$ cat config.mk
export PLATFORM = sky130hd
export DESIGN_NAME = time_entry
export DESIGN_NICKNAME = d
export VERILOG_FILES = /design/src/rtl/time_entry.sv
export SDC_FILE = /design/constraint.sdc
export NUM_CORES = 1
export LEC_CHECK = 0
export BUFFER_PORTS_ARGS = -buffer_cell sky130_fd_sc_hd__buf_4
export CAP_MARGIN = 10
export CORE_MARGIN = 2
export CORE_UTILIZATION = 45
export CTS_CLUSTER_SIZE = 28
export DETAILED_ROUTE_END_ITERATION = 7
export PLACE_DENSITY_LB_ADDON = 0.08
export SLEW_MARGIN = 10
export SYNTH_ARGS = -nofsm -noshare
export SYNTH_HDL_FRONTEND = slang
export SYNTH_SLANG_ARGS = --single-unit
$ cat constraint.sdc
create_clock -name clock -period 8.12 [get_ports clock]
set_clock_uncertainty 0.15 [all_clocks]
set_input_delay 0.406 -clock clock [delete_from_list [all_inputs] [get_ports clock]]
set_output_delay 0.406 -clock clock [all_outputs]
set_load 0.01 [all_outputs]
$ cat src/rtl/time_entry.sv
// Countdown preset entry: three wrapping MM:SS:HH fields edited with debounced-free
// synchronized switches, with hold-to-repeat stepping and a one-cycle commit pulse.
module time_entry #(
  parameter int REPEAT_DELAY_CYC = 50_000_000,
  parameter int REPEAT_RATE_CYC  = 10_000_000
) (
  input  logic        clock,
  input  logic        reset,
  input  logic        prog,
  input  logic        up,
  input  logic        increment,
  input  logic        select,
  output logic [18:0] init_state,
  output logic        load,
  output logic        editing,
  output logic [1:0]  field_sel,
  output logic [23:0] bcd_digits
);

  typedef enum logic [1:0] {
    ST_IDLE   = 2'd0,
    ST_EDIT   = 2'd1,
    ST_COMMIT = 2'd2
  } state_t;

  // Bit positions inside the synchronizer vectors.
  localparam int B_PROG = 3;
  localparam int B_UP   = 2;
  localparam int B_INC  = 1;
  localparam int B_SEL  = 0;

  // The repeat counter restarts at a reload value so a single threshold serves both
  // the initial delay and the steady rate; this assumes the rate is not longer than the delay.
  localparam int CW = $clog2(REPEAT_DELAY_CYC + 1);
  localparam logic [CW-1:0] REP_DELAY_C  = CW'(REPEAT_DELAY_CYC);
  localparam logic [CW-1:0] REP_RELOAD_C = CW'(REPEAT_DELAY_CYC - REPEAT_RATE_CYC + 32'sd1);
  localparam logic [CW-1:0] REP_ONE_C    = CW'(32'sd1);
  localparam logic [CW-1:0] REP_ZERO_C   = CW'(32'sd0);

  logic [3:0]    sync1_r;
  logic [3:0]    sync2_r;
  logic          inc_prev_r;
  logic          sel_prev_r;
  logic          inc_rise_r;
  logic          sel_rise_r;
  state_t        state_r;
  state_t        state_next_s;
  logic [6:0]    min_r;
  logic [6:0]    sec_r;
  logic [6:0]    hund_r;
  logic [6:0]    min_next_s;
  logic [6:0]    sec_next_s;
  logic [6:0]    hund_next_s;
  logic [1:0]    field_sel_r;
  logic [1:0]    field_sel_next_s;
  logic [CW-1:0] rep_cnt_r;
  logic [CW-1:0] rep_cnt_next_s;
  logic          in_edit_s;
  logic          held_s;
  logic          fire_s;
  logic          step_s;
  logic [18:0]   init_state_r;
  logic          load_r;
  logic          editing_r;
  logic [23:0]   bcd_r;

  function automatic logic [6:0] step_field(input logic [6:0] value,
                                            input logic [6:0] max_value,
                                            input logic       dir_up);
    logic [6:0] result;
    if (dir_up) begin
      if (value >= max_value) result = 7'd0;
      else                    result = value + 7'd1;
    end else begin
      if (value == 7'd0) result = max_value;
      else               result = value - 7'd1;
    end
    return result;
  endfunction

  function automatic logic [7:0] to_bcd(input logic [6:0] value);
    logic [6:0] rem;
    logic [3:0] tens;
    rem  = value;
    tens = 4'd0;
    for (int i = 0; i < 9; i++) begin
      if (rem >= 7'd10) begin
        rem  = rem - 7'd10;
        tens = tens + 4'd1;
      end
    end
    return {tens, rem[3:0]};
  endfunction

  function automatic logic [18:0] to_hundredths(input logic [6:0] m,
                                                input logic [6:0] s,
                                                input logic [6:0] h);
    return ({12'd0, m} * 19'd6000) + ({12'd0, s} * 19'd100) + {12'd0, h};
  endfunction

  // The edge pulse is registered once more so that the level used for repeat
  // holding (inc_prev_r) lines up with the step it belongs to.
  assign in_edit_s = (state_r == ST_EDIT);
  assign held_s    = inc_prev_r;
  assign fire_s    = in_edit_s && held_s && (rep_cnt_r == REP_DELAY_C);
  assign step_s    = in_edit_s && (inc_rise_r || fire_s);

  // Mode sequencing: enter on prog high, commit for exactly one cycle on prog low.
  always_comb begin
    state_next_s = state_r;
    case (state_r)
      ST_IDLE:   state_next_s = sync2_r[B_PROG] ? ST_EDIT : ST_IDLE;
      ST_EDIT:   state_next_s = sync2_r[B_PROG] ? ST_EDIT : ST_COMMIT;
      ST_COMMIT: state_next_s = ST_IDLE;
      default:   state_next_s = ST_IDLE;
    endcase
  end

  // Field stepping, field selection and the hold-to-repeat counter.
  always_comb begin
    min_next_s       = min_r;
    sec_next_s       = sec_r;
    hund_next_s      = hund_r;
    field_sel_next_s = field_sel_r;
    rep_cnt_next_s   = rep_cnt_r;

    if (step_s) begin
      case (field_sel_r)
        2'd0:    min_next_s  = step_field(min_r, 7'd59, sync2_r[B_UP]);
        2'd1:    sec_next_s  = step_field(sec_r, 7'd59, sync2_r[B_UP]);
        2'd2:    hund_next_s = step_field(hund_r, 7'd99, sync2_r[B_UP]);
        default: min_next_s  = min_r;
      endcase
    end else begin
      min_next_s = min_r;
    end

    if (in_edit_s && sel_rise_r) begin
      case (field_sel_r)
        2'd0:    field_sel_next_s = 2'd1;
        2'd1:    field_sel_next_s = 2'd2;
        default: field_sel_next_s = 2'd0;
      endcase
    end else begin
      field_sel_next_s = field_sel_r;
    end

    if (!in_edit_s || !held_s || sel_rise_r) begin
      rep_cnt_next_s = REP_ZERO_C;
    end else if (inc_rise_r) begin
      rep_cnt_next_s = REP_ONE_C;
    end else if (fire_s) begin
      rep_cnt_next_s = REP_RELOAD_C;
    end else if (rep_cnt_r != REP_ZERO_C) begin
      rep_cnt_next_s = rep_cnt_r + REP_ONE_C;
    end else begin
      rep_cnt_next_s = rep_cnt_r;
    end
  end

  // All state: synchronizers, edge detectors, FSM, fields and registered outputs.
  always_ff @(posedge clock) begin
    if (reset) begin
      sync1_r      <= 4'd0;
      sync2_r      <= 4'd0;
      inc_prev_r   <= 1'b0;
      sel_prev_r   <= 1'b0;
      inc_rise_r   <= 1'b0;
      sel_rise_r   <= 1'b0;
      state_r      <= ST_IDLE;
      min_r        <= 7'd0;
      sec_r        <= 7'd0;
      hund_r       <= 7'd0;
      field_sel_r  <= 2'd0;
      rep_cnt_r    <= REP_ZERO_C;
      init_state_r <= 19'd0;
      load_r       <= 1'b0;
      editing_r    <= 1'b0;
      bcd_r        <= 24'd0;
    end else begin
      sync1_r      <= {prog, up, increment, select};
      sync2_r      <= sync1_r;
      inc_prev_r   <= sync2_r[B_INC];
      sel_prev_r   <= sync2_r[B_SEL];
      inc_rise_r   <= sync2_r[B_INC] & ~inc_prev_r;
      sel_rise_r   <= sync2_r[B_SEL] & ~sel_prev_r;
      state_r      <= state_next_s;
      min_r        <= min_next_s;
      sec_r        <= sec_next_s;
      hund_r       <= hund_next_s;
      field_sel_r  <= field_sel_next_s;
      rep_cnt_r    <= rep_cnt_next_s;
      load_r       <= (state_next_s == ST_COMMIT);
      editing_r    <= (state_next_s == ST_EDIT);
      bcd_r        <= {to_bcd(min_r), to_bcd(sec_r), to_bcd(hund_r)};
      // Capture from the next field values so a step landing on the commit edge is kept.
      if (state_next_s == ST_COMMIT) begin
        init_state_r <= to_hundredths(min_next_s, sec_next_s, hund_next_s);
      end else begin
        init_state_r <= init_state_r;
      end
    end
  end

  assign init_state = init_state_r;
  assign load       = load_r;
  assign editing    = editing_r;
  assign field_sel  = field_sel_r;
  assign bcd_digits = bcd_r;

endmodule

# Word level (Yosys, flattened, before mapping)

Cells that the tools add are included.

Flip-flop bits (word level): 108
Input bits: 6
Output and inout bits: 47
Logic and storage cells: 264

$add $sub $neg: 60
Multipliers: 2
$lt $le $gt $ge: 30
Equal/unequal tests: 6
Multiplexer cells: 124
Bitwise gates (word level): 4
Reduce and logical (&&, ||, !) cells: 20

Operator list:

| operator                                                          | count |
|---|---|
| 2-to-1 mux 7 bit                                                  | 63 |
| 2-to-1 mux 4 bit                                                  | 51 |
| greater-or-equal comparator 7 x 4 -> 1 bit, second input constant | 27 |
| subtractor 7 x 4 -> 7 bit, second input constant                  | 24 |
| adder 4 x 1 -> 4 bit, second input constant                       | 24 |
| 2-to-1 mux 26 bit                                                 | 2 |
| adder 26 x 1 -> 26 bit, second input constant                     | 1 |
| == test 26 bit, second input constant                             | 1 |
| nonzero test 26 bit                                               | 1 |
| adder 7 x 1 -> 7 bit, second input constant                       | 3 |
| zero test 7 bit                                                   | 3 |
| subtractor 7 x 1 -> 7 bit, second input constant                  | 3 |
| adder 19 x 14 -> 19 bit                                           | 1 |
| adder 19 x 7 -> 19 bit                                            | 1 |
| multiplier 7 x 9 -> 15 bit, second input constant                 | 1 |
| greater-or-equal comparator 7 x 6 -> 1 bit, second input constant | 2 |
| multiplier 7 x 5 -> 12 bit, second input constant                 | 1 |
| subtractor 4 bit, second input constant                           | 3 |
| one-hot mux 2 bit (2 select lines)                                | 2 |
| greater-or-equal comparator 7 bit, second input constant          | 1 |
| == test 2 x 1 -> 1 bit, second input constant                     | 3 |
| 2-to-1 mux 1 bit                                                  | 5 |
| == test 2 bit, second input constant                              | 2 |
| logical AND 1 bit                                                 | 4 |
| 11 further kinds                                                  | 17 |

# Longest topological paths before layout

Gate-level depths: netlist of run 1.

Word-level depth: 26
Gate-level depth with buffers: 40

# Worst setup path after synthesis of run 1

Ideal clock, no wire load.

Path kind: flip-flop to flip-flop
From: reg sec_r[2]
To: reg bcd_r[10], in the netlist bcd_digits[10]
Setup time: 0.115 ns
Arrival time: 7.665 ns
Required time: 7.855 ns
Path slack: 0.189 ns
Cell stages (with the launch flop): 38
Path buffers: 4
Path through: dfxtp_1 clkbuf_1 inv_1 ha_1 buf_2 inv_1 o21ai_1 a31oi_1 a21oi_1 or4_4 a211o_1 a311oi_1 a2111oi_0 or4b_1 buf_6 nand3_4 xor2_4 inv_2 (+2 left out) nor2b_1 o32ai_4 nand2_1 o21ai_0 inv_1 ha_1 nor2b_1 nor2_1 a22o_1 a21oi_1 a22o_1 or4_4 xnor2_1 ha_1 inv_1 o21ai_2 nand3_1 and3_1

Word-level cells in the longest chain between the ends: 26
Elaborated cells between the ends (all ways): 35
Those cells by class: add/sub: 9; order compare: 9; mux: 17

RTL lines:

| item                                                                                    | RTL line | RTL |
|---|---|---|
| start, declared                                                                         | 49       | `logic [6:0] sec_r;` |
| start signal, assigned                                                                  | 189      | `sec_r <= sec_next_s;` |
| subtractor 7 x 4 -> 7 bit or greater-or-equal comparator 7 x 4 -> 1 bit (tied branches) | 88, 87   |  |
| 2-to-1 mux 7 bit *                                                                      | 87       | `if (rem >= 7'd10) begin` |
| 2-to-1 mux 7 bit *                                                                      | 163      | `if (reset) begin` |
| subtractor 7 x 4 -> 7 bit or greater-or-equal comparator 7 x 4 -> 1 bit (tied branches) | 88, 87   |  |
| 2-to-1 mux 7 bit *                                                                      | 87       |  |
| 2-to-1 mux 7 bit *                                                                      | 163      |  |
| subtractor 7 x 4 -> 7 bit or greater-or-equal comparator 7 x 4 -> 1 bit (tied branches) | 88, 87   |  |
| 2-to-1 mux 7 bit *                                                                      | 87       |  |
| (+10 left out)                                                                          | --       |  |
| subtractor 7 x 4 -> 7 bit or greater-or-equal comparator 7 x 4 -> 1 bit (tied branches) | 88, 87   |  |
| 2-to-1 mux 7 bit *                                                                      | 87       |  |
| 2-to-1 mux 7 bit *                                                                      | 163      |  |
| subtractor 7 x 4 -> 7 bit or greater-or-equal comparator 7 x 4 -> 1 bit (tied branches) | 88, 87   |  |
| 2-to-1 mux 7 bit *                                                                      | 87       |  |
| 2-to-1 mux 7 bit *                                                                      | 163      |  |
| greater-or-equal comparator 7 x 4 -> 1 bit or subtractor 4 bit (tied branches)          | 87, 88   |  |
| 2-to-1 mux 4 bit *                                                                      | 87       |  |
| end signal, assigned                                                                    | 195      | `bcd_r <= {to_bcd(min_r), to_bcd(sec_r), to_bcd(hund_r)};` |
| end, declared                                                                           | 65       | `logic [23:0] bcd_r;` |

Every way passes the cells marked *; elsewhere a longest branch is shown, timed or not. The select of a mux whose other input is x is not followed.
A chain may end at the register's enable or synchronous reset.

# Final worst setup path of run 1

From: reg sec_r[5]
To: reg bcd_r[10], in the netlist bcd_digits[10]

The elaborated chain is that of the path after synthesis.

==> qor.yml, run 1 <==
status:
  status: "complete, no violations"
yosys:
  ys_seq_elements: 107
  synth_top_cell_area_share_pct: 15.9
  ys_types: 99
  synthArstFlopShare_pct: 0
  synth_edf_count: 0
  syn_avg_cell_area_um2: 7.48
  netlist_area_mm2: 0.0135
  synth_ff_type: "dfxtp_1"
  syn-num-nets: 1966
  yosysSeqAreaShare_pct: 15.9
  syn-instance-count: 1800
  synth_warnings: 0
  yosysTopAreaCell: "dfxtp_1"
  synth.area.top_cells: "dfxtp_1 (16%), ha_1 (13%), xnor2_1 (5.5%)"
die:
  die_area_mm2: 0.0313
  core-area_mm2: 0.0296
  io_pins: 53
  rows: 63
  start_util_pct: 45.6
  die_w_um: 177
  die_y_um: 177
placed_design:
  gp_congestion: 0.910
  hpwl_um: 28100
  placed_cells_incl_taps: 2265
  dpl_cell_area_mm2: 0.0147
  place_ws_ns: 0.146
  port_buffers: 52
worst_setup_path:
  worst_ep_arrival_time_ns: 7.72
  cp-start-kind: "flop"
  path_delay_family: "simple AND/OR/NAND/NOR gates"
  cp_slowest_cell: "or4b_1"
  timing.rr.end: "bcd_digits[10]"
  r2r_slack_ns: 0.52
  crit_required_ns: 8.24
  crit_type: "flop to flop"
  cp_max_fo: 10
  rr_worst_depth: 32
  cp-end-kind: "flop"
  critPathBufInv: 3
  cp_common_cell: "ha_1"
  r2r-start: "sec_r[5]"
  cp_slowest_stage_delay_ns: 0.62
clocking:
  cts_tree: "built"
  htreeDepth: 3
  cts_root_buf: "clkbuf_16"
  path_clk_slew_ns: 0.08
  cts_hold_buf: 0
  clkSinkCount: 107
  insertion_delay_ns: 0.38
  cts_buffers: 9
  cts_buffer_depth: 2
grt:
  grt_start_max_net_pins: 39
  antenna_found_initial: 0
  grt_pass1_vias: 12400
  track_usage_pct: 23.1
  grt_pass1_wl_um: 60200
  grt_remaining_overflow: 0
finish:
  final.fill_count: 2960
  antenna_cells: 0
  syn_to_final_growth_pct: 12.9
  mostFrequentLayoutCells: "nand2_1 (176), nor2_1 (158), buf_4 (143), ha_1 (134), a21oi_1 (127)"
  multi_input_area_mm2: 0.0108
  nets: 2054
  layout-drive-gt1-share_pct: 13.3
  regArea_mm2: 0.00214
  final_common_cell: "nand2_1"
  finalInstanceArea_mm2: 0.0152
  layout.cells.non_filler: 2283
  fin_util_pct: 51.5
detailed_routing:
  routed_wl_um: 35500
  drt_iter0_drc: 764
  route.vias.total: 13100
  viasPerCell: 5.76
  drtAntennaViolNets: 0
  wl_per_cell_um: 15.6
  dr.pass1.iters: 5
  drc_errors: 0
timing:
  setup_tns_ns: 0
  period_share_pct: 93.6
  hold_violations: 0
  post-route-worst-setup-slack_ns: 0.520
  worst_pin_slew_ns: 0.861
  whs_ns: 0.0842
  slew_headroom_pct: 42.5
  fmax_mhz: 132
  slew_viol_final: 0
  period_minus_slack_ns: 7.60
  setup_violations: 0
power:
  power_mw: 1.06
  power_per_cell_area_mw_per_mm2: 69.4
  p_leak_nw: 6.67
  ir_worst_vdd_v: 0.0000889
min_path:
  holdPathStages: 2
  hp-class: "input pin to flop"
  worstHoldEndpoint: "sync1_r[3]"
  hold_path.startpoint: "prog"
flow_run:
  max_cap_violations: 0
-- synth_stat cells (7+ instances only) --
cell type,n
buf_2,7
o21bai_1,14
nand4_1,18
a22o_1,8
nand2_1,176
nand2b_1,17
xnor2_1,85
a31oi_1,23
a211oi_1,22
inv_1,114
xor2_1,36
a21boi_0,10
nor3b_1,11
nand3_1,69
or3_1,20
nor3_1,50
mux2_2,18
a211o_1,8
a22oi_1,7
and2_1,36
nor2b_1,34
o21ai_1,13
clkbuf_1,50
o21ai_0,100
ha_1,135
or2_2,10
o31ai_1,12
a21oi_1,128
and3_1,18
nor2_1,158
nor4_1,15
dfxtp_1,107
fa_1,25
a21o_1,13
mux2i_1,28
o211ai_1,22
o21a_1,19
o22ai_1,12
a41oi_1,7
-- how the worst max path moves through the flow --
stage | start | end | slack (ns) | depth (start not counted)
global route | hund_r[1] | bcd_digits[4] | -0.009 | 37
detailed placement | sec_r[2] | bcd_digits[10] | 0.15 | 33
global placement | sec_r[1] | bcd_digits[10] | 0.33 | 33
floorplan | sec_r[2] | bcd_digits[10] | 0.19 | 37
CTS | sec_r[2] | bcd_digits[10] | 0.09 | 33
finish | sec_r[5] | bcd_digits[10] | 0.52 | 32
-- report_power, final --
group / switching, mW / leakage, nW / internal (mW) / total [mW]
registers: 0.00280 / 0.864 / 0.528 / 0.531
logic: 0.0313 / 5.65 / 0.0186 / 0.0499
clock network: 0.252 / 0.148 / 0.223 / 0.475
total: 0.286 / 6.67 / 0.770 / 1.06
-- sequential cells by signal (all words and copies together) (netlist names), 2 cells and up --
signal and count:
rep_cnt_r 26, bcd_digits 24, init_state 19, hund_r 7
min_r 7, sec_r 7, sync1_r 4, sync2_r 4
field_sel 2, state_r 2
-- worst register-to-register path, delay by kind of cell, from the launching register on --
family	cells	cell delay, ns
AO/OA/AOI/OAI	10	2.25
XOR/XNOR	3	0.56
adder cells (fa/ha/maj)	3	0.61
buffers and inverters	3	0.37
flip-flops	1	0.34
multiplexers	1	0.29
AND/OR/NAND/NOR	12	2.93
-- layer usage --
metal	global-route usage [%]	share of wire [%]	up-vias	routed length, µm
li1	-	-	6703	-
met1	31.9	49	6127	17600
met2	37.4	45	267	16000
met3	2.51	3.3	44	1180
met4	7.89	2.3	0	827
met5	0	0	-	0
-- cell families (layout without fill, tap and decap cells) --
logic type / Yosys count / after routing / synth area share [%]
adder cells (fa/ha/maj): 161 / 161 / 16.3
XOR/XNOR: 124 / 124 / 8.41
AO/OA/AOI/OAI: 516 / 516 / 25.9
AND/OR/NAND/NOR: 664 / 664 / 24.5
flip-flops: 107 / 107 / 15.9
buffers and inverters: 181 / 274 / 5.36
multiplexers: 47 / 47 / 3.69
-- what timing repair did --
| item | in CTS | in global routing |
|---|---|---|
| hold endpoints to repair | 0 | 0 |
| buffers inserted | 0 | 2 |
| gates resized for setup | 0 | 32 |
| setup endpoints to repair | 0 | 20 |
-- area by class of cell --
cell class                      instances  share of cell area, %
Sequential cell                       107                   14.1
Clock buffer                            9                   1.48
Inverter                              115                   2.84
Multi-Input combinational cell       1512                   70.8
Tap cell                              390                   3.21
Clock inverter                          7                  0.543
Timing Repair Buffer                  143                   7.06
(Power assumes the default switching activity.)
==> inputs of run 2 (changes only) <==
--- a/config.mk
+++ b/config.mk
@@ -7,11 +7,13 @@
 export LEC_CHECK = 0
 export BUFFER_PORTS_ARGS = -buffer_cell sky130_fd_sc_hd__buf_4
 export CAP_MARGIN = 10
+export CORE_ASPECT_RATIO = 1.75
 export CORE_MARGIN = 2
 export CORE_UTILIZATION = 45
 export CTS_CLUSTER_SIZE = 28
 export DETAILED_ROUTE_END_ITERATION = 7
 export PLACE_DENSITY_LB_ADDON = 0.08
+export SKIP_LAST_GASP = 1
 export SLEW_MARGIN = 10
 export SYNTH_ARGS = -nofsm -noshare
 export SYNTH_HDL_FRONTEND = slang
==> run 2 against run 1 <==
Compared with the run above: global-route usage increased by 1.2 points; combinational power decreased by 0.8%; critical path depth increased by 1; core utilization increased by 0.081 points; sequential power about the same; non-clock buffer count decreased by 6; sequential share of layout area increased by 0.10 points; via count increased by 2.3%; cell count decreased by 0.61%; first-iteration DRC count decreased by 13%; hold slack improved by 0.028 ns; fmax decreased by 0.90%; highest routed layer unchanged.
==> qor.yml, run 2 (same netlist as run 1, synthesis figures left out) <==
die:
  die_w_um: 135
  die_y_um: 233
  io_pins: 53
  die_area_mm2: 0.0314
  rows: 83
  core-area_mm2: 0.0294
  start_util_pct: 45.8
worst_setup_path:
  rr_worst_depth: 33
  cp-end-kind: "flop"
  cp_slowest_stage_delay_ns: 0.61
  cp_slowest_cell: "or4b_1"
  cp-start-kind: "flop"
  r2r_slack_ns: 0.45
  r2r-start: "sec_r[2]"
  cp_common_cell: "ha_1"
  crit_type: "flop to flop"
  cp_max_fo: 7
  crit_required_ns: 8.27
  timing.rr.end: "bcd_digits[14]"
  worst_ep_arrival_time_ns: 7.82
grt:
  track_usage_pct: 24.3
  antenna_found_initial: 0
  grt_pass1_vias: 13500
  grt_start_max_net_pins: 67
  grt_pass1_wl_um: 63600
  grt_remaining_overflow: 0
detailed_routing:
  wl_per_cell_um: 16.7
  drt_iter0_drc: 661
  route.vias.total: 13400
  drc_errors: 0
  viasPerCell: 5.93
  drtAntennaViolNets: 0
  dr.pass1.iters: 5
  routed_wl_um: 37800
min_path:
  holdPathStages: 2
  hold_path.startpoint: "up"
  worstHoldEndpoint: "sync1_r[2]"
  hp-class: "input pin to flop"
finish:
  largest_reg_flops: 26
  regArea_mm2: 0.00215
  syn_to_final_growth_pct: 12.5
  antenna_cells: 0
  multi_input_area_mm2: 0.0107
  final.fill_count: 2926
  layout.cells.non_filler: 2269
  final_common_cell: "nand2_1"
  nets: 2048
  top_register: "rep_cnt_r"
  mostFrequentLayoutCells: "nand2_1 (176), nor2_1 (158), buf_4 (136), ha_1 (135), a21oi_1 (123)"
  layout-drive-gt1-share_pct: 13.4
  fin_util_pct: 51.5
power:
  pwr-share-clk_pct: 44.5
  seq_power_share_pct: 50.8
  swShare_pct: 26.2
  power_per_cell_area_mw_per_mm2: 69.0
  p_comb_share_pct: 4.7
  intPower_mw: 0.771
  power.switching_mw: 0.273
  ir_worst_vdd_v: 0.000106
  p_leak_nw: 6.65
clocking:
  cts_root_buf: "clkbuf_16"
  path_clk_slew_ns: 0.09
  htreeDepth: 3
  cts_buffers: 9
  cts_tree: "built"
  cts_buffer_depth: 2
  insertion_delay_ns: 0.36
  cts_hold_buf: 0
  clkSinkCount: 107
placed_design:
  hpwl_um: 30300
  port_buffers: 52
  gp_congestion: 0.962
  placed_cells_incl_taps: 2247
timing:
  period_share_pct: 94.4
  rsz0062_at_grt: "true"
  fmax_mhz: 130
  slew_headroom_pct: 36.6
  slew_viol_final: 0
  setup_violations: 0
  whs_ns: 0.112
  hold_violations: 0
  worst_pin_slew_ns: 0.941
  period_minus_slack_ns: 7.67
flow_run:
  max_cap_violations: 0
status:
  status: "complete, no violations"
## run 2: changes by cell type in the layout (fill, tap and decap cells not counted), sizes merged
cell	change
clkdlybuf4s15	+1
inv	-1
clkinv	+2
buf	-7
clkinvlp	-1
## run 2: layout make-up
class | instances | share of cell area (%)
Clock buffer | 9 | 1.49
Clock inverter | 7 | 0.619
Inverter | 115 | 2.85
Multi-Input combinational cell | 1512 | 70.9
Sequential cell | 107 | 14.2
Tap cell | 382 | 3.15
Timing Repair Buffer | 137 | 6.81
## run 2: worst max-delay path, delay by kind of cell (launching register included)
kind | cells | cell delay [ns]
compound gates | 12 | 2.53
flops | 1 | 0.34
simple gates | 11 | 2.93
buf+inv | 3 | 0.27
mux | 1 | 0.18
fa+ha+maj | 4 | 0.84
xor+xnor | 2 | 0.40
## run 2: stage by stage
step | TNS (ns) | setup slack [ns] | area (µm²) | power (mW)
floorplan | 0 | 0.189 | 13500 | 0.578
global placement | 0 | 0.290 | 14600 | 0.593
detailed placement | 0 | 0.180 | 14600 | 0.593
CTS | 0 | 0.123 | 15000 | 1.06
global route | -0.0518 | -0.0402 | 15100 | 1.09
finish | 0 | 0.451 | 15100 | 1.04
## run 2: routing by layer
| metal | vias to the layer above | global-route usage [%] | wire (µm) |
|---|---|---|---|
| met5 | - | 0 | 0 |
| met4 | 0 | 9.84 | 1420 |
| met3 | 107 | 2.37 | 982 |
| met2 | 327 | 48.6 | 20800 |
| met1 | 6316 | 25.1 | 14600 |
| li1 | 6694 | - | - |
## run 2: what timing repair did
action,CTS,global route
buffers inserted,0,5
setup endpoints to repair,0,23
resized for setup,0,38
## run 2: worst max path at each step
stage                   from             end  slack, ns  depth (start not counted)
global route        sec_r[2]  bcd_digits[12]      -0.04                         34
CTS                 sec_r[1]  bcd_digits[10]       0.12                         32
finish              sec_r[2]  bcd_digits[14]       0.45                         33
global placement    sec_r[1]  bcd_digits[10]       0.29                         35
floorplan           sec_r[2]  bcd_digits[10]       0.19                         37
detailed placement  sec_r[1]  bcd_digits[10]       0.18                         34
## run 2: power groups by stage
stage / Clock, mW / Sequential [mW] / Combinational, mW
after global routing: 0.500 / 0.531 / 0.0561
after global placement: 0 / 0.543 / 0.0493
after CTS: 0.481 / 0.531 / 0.0497
after floorplan: 0 / 0.542 / 0.0354
final: 0.465 / 0.531 / 0.0495
after detailed placement: 0 / 0.543 / 0.0495
==> inputs of run 3 (changes only) <==
--- a/config.mk
+++ b/config.mk
@@ -5,11 +5,13 @@
 export SDC_FILE = /design/constraint.sdc
 export NUM_CORES = 1
 export LEC_CHECK = 0
+export ABC_AREA = 1
 export BUFFER_PORTS_ARGS = -buffer_cell sky130_fd_sc_hd__buf_4
 export CAP_MARGIN = 10
 export CORE_ASPECT_RATIO = 1.75
 export CORE_MARGIN = 2
 export CORE_UTILIZATION = 45
+export CTS_BUF_LIST = sky130_fd_sc_hd__clkbuf_16
 export CTS_CLUSTER_SIZE = 28
 export DETAILED_ROUTE_END_ITERATION = 7
 export PLACE_DENSITY_LB_ADDON = 0.08
==> run 3 against run 2 <==
Compared with the run above: global-route usage decreased by 3.9 points; core utilization decreased by 2.1 points; critical path depth rose by 1; die area is 4.9% higher.
==> qor.yml, run 3 <==
yosys:
  syn-num-nets: 2289
  synth_top_cell_area_share_pct: 15.1
  ys_seq_elements: 107
  synthTopCellsByCount: "nand2_1 (477), inv_1 (369), nand3_1 (139), nor2_1 (139), ha_1 (135)"
  yosysTopAreaCell: "dfxtp_1"
  synth.area.top_cells: "dfxtp_1 (15%), nand2_1 (13%), ha_1 (12%)"
  ys_types: 64
  synth.most_common_cell: "nand2_1"
  yosysSeqAreaShare_pct: 15.1
  syn_avg_cell_area_um2: 6.66
  synth_edf_count: 0
  syn-instance-count: 2123
  netlist_area_mm2: 0.0141
  synthArstFlopShare_pct: 0
  synth_ff_type: "dfxtp_1"
  synth_warnings: 0
finish:
  antenna_cells: 0
  layout-drive-gt1-share_pct: 17.2
  regArea_mm2: 0.00215
  top_register: "rep_cnt_r"
  fin_util_pct: 49.5
  final_common_cell: "nand2_1"
  layout.cells.non_filler: 2559
  multi_input_area_mm2: 0.0102
  mostFrequentLayoutCells: "nand2_1 (477), inv_1 (368), nor2_1 (138), nand3_1 (138), ha_1 (135)"
  nets: 2330
  syn_to_final_growth_pct: 7.92
  largest_reg_flops: 26
  final.fill_count: 3252
  finalInstanceArea_mm2: 0.0153
die:
  die_w_um: 138
  core-area_mm2: 0.0308
  die_area_mm2: 0.0329
  rows: 85
  io_pins: 53
  start_util_pct: 45.9
  die_y_um: 239
timing:
  slew_viol_final: 0
  whs_ns: 0.0841
  setup_tns_ns: 0
  slew_headroom_pct: 54.1
  setup_violations: 0
  period_minus_slack_ns: 7.21
  hold_violations: 0
  rsz0062_at_grt: "true"
  period_share_pct: 88.8
  fmax_mhz: 139
  worst_pin_slew_ns: 0.688
  post-route-worst-setup-slack_ns: 0.911
placed_design:
  port_buffers: 52
  dpl_cell_area_mm2: 0.0149
  hpwl_um: 27600
  gp_congestion: 0.887
  place_ws_ns: 0.704
  placed_cells_incl_taps: 2544
grt:
  antenna_found_initial: 0
  track_usage_pct: 20.4
  grt_pass1_vias: 12600
  grt_pass1_wl_um: 56200
  grt_remaining_overflow: 0
  grt_start_max_net_pins: 54
worst_setup_path:
  cp_slowest_stage_delay_ns: 0.56
  cp_max_fo: 8
  worst_ep_arrival_time_ns: 7.33
  crit_required_ns: 8.24
  crit_type: "flop to flop"
  cp-end-kind: "flop"
  cp_slowest_cell: "fa_1"
  cp_common_cell: "inv_1"
  cp-start-kind: "flop"
power:
  pwr-share-clk_pct: 34.8
  seq_power_share_pct: 33.2
  swShare_pct: 34.6
  intPower_mw: 1.08
  power.switching_mw: 0.573
  power_per_cell_area_mw_per_mm2: 109
  ir_worst_vdd_v: 0.000122
  power_mw: 1.66
  p_comb_share_pct: 32.0
  p_leak_nw: 8.78
clocking:
  cts_root_buf: "clkbuf_16"
  cts_buffers: 9
  cts_tree: "built"
  insertion_delay_ns: 0.37
  cts_hold_buf: 0
  clkSinkCount: 107
  htreeDepth: 3
  post_cts_buffers: 0
  path_clk_slew_ns: 0.07
  cts_resized: 0
  cts_buffer_depth: 2
status:
  status: "complete, no violations"
detailed_routing:
  drtAntennaViolNets: 0
  dr.pass1.iters: 5
  routed_wl_um: 32800
  drc_errors: 0
  viasPerCell: 5.02
  drt_iter0_drc: 310
  route.vias.total: 12900
  wl_per_cell_um: 12.8
min_path:
  hp-class: "input pin to flop"
flow_run:
  max_cap_violations: 0
[run 3: routing by layer]
layer	wire, µm	track usage (%)	up-vias
li1	-	-	6791
met1	12100	19.3	5872
met2	19300	43.7	132
met3	578	2.32	55
met4	886	6.93	0
met5	0	0	-
[run 3: worst paths after layout]
kind                                   start        endpoint  slack, ns  depth (start not counted)
worst max-delay path            rep_cnt_r[8]  init_state[18]       0.91                         34
worst min-delay path                  select      sync1_r[0]       0.08                          3
worst max register to register  rep_cnt_r[8]  init_state[18]       0.91                         34
worst min register to register    sync1_r[3]      sync2_r[3]       0.25                          2
[run 3: cell type report]
type,count,area share (%)
multi-input combinational,1571,67.0
tap,391,3.21
inverter,417,10.4
clock inverter,6,1.01
clock buffer,9,1.48
sequential,107,14.1
timing repair buffer,58,2.85
[run 3: cells by family (layout without fill, tap and decap cells)]
| family | count (synthesis) | count (layout) | share of synthesized area (%) |
|---|---|---|---|
| AO/OA/AOI/OAI | 248 | 248 | 10.9 |
| XOR/XNOR | 86 | 86 | 5.38 |
| adder cells (fa/ha/maj) | 160 | 160 | 15.5 |
| buffers and inverters | 445 | 490 | 12.8 |
| flip-flops | 107 | 107 | 15.1 |
| multiplexers | 2 | 2 | 0.159 |
| AND/OR/NAND/NOR | 1075 | 1075 | 40.2 |
[run 3: worst max-delay path, delay by kind of cell, from the launching register on]
family,cells,cell delay (ns)
xor gates and xnor gates,2,0.24
DFF,1,0.34
and+or+nand+nor,13,1.84
adders and majority gates,7,3.01
buffers and inverters,7,0.54
AOI/OAI and AO/OA,5,0.97
[run 3: power groups by stage]
stage	sequential, mW	combinational [mW]	clock [mW]
2_1_floorplan	0.568	0.415	0
3_3_place_gp	0.563	0.524	0
3_5_place_dp	0.563	0.532	0
4_1_cts	0.551	0.535	0.597
5_1_grt	0.552	0.614	0.612
6_report	0.550	0.530	0.576
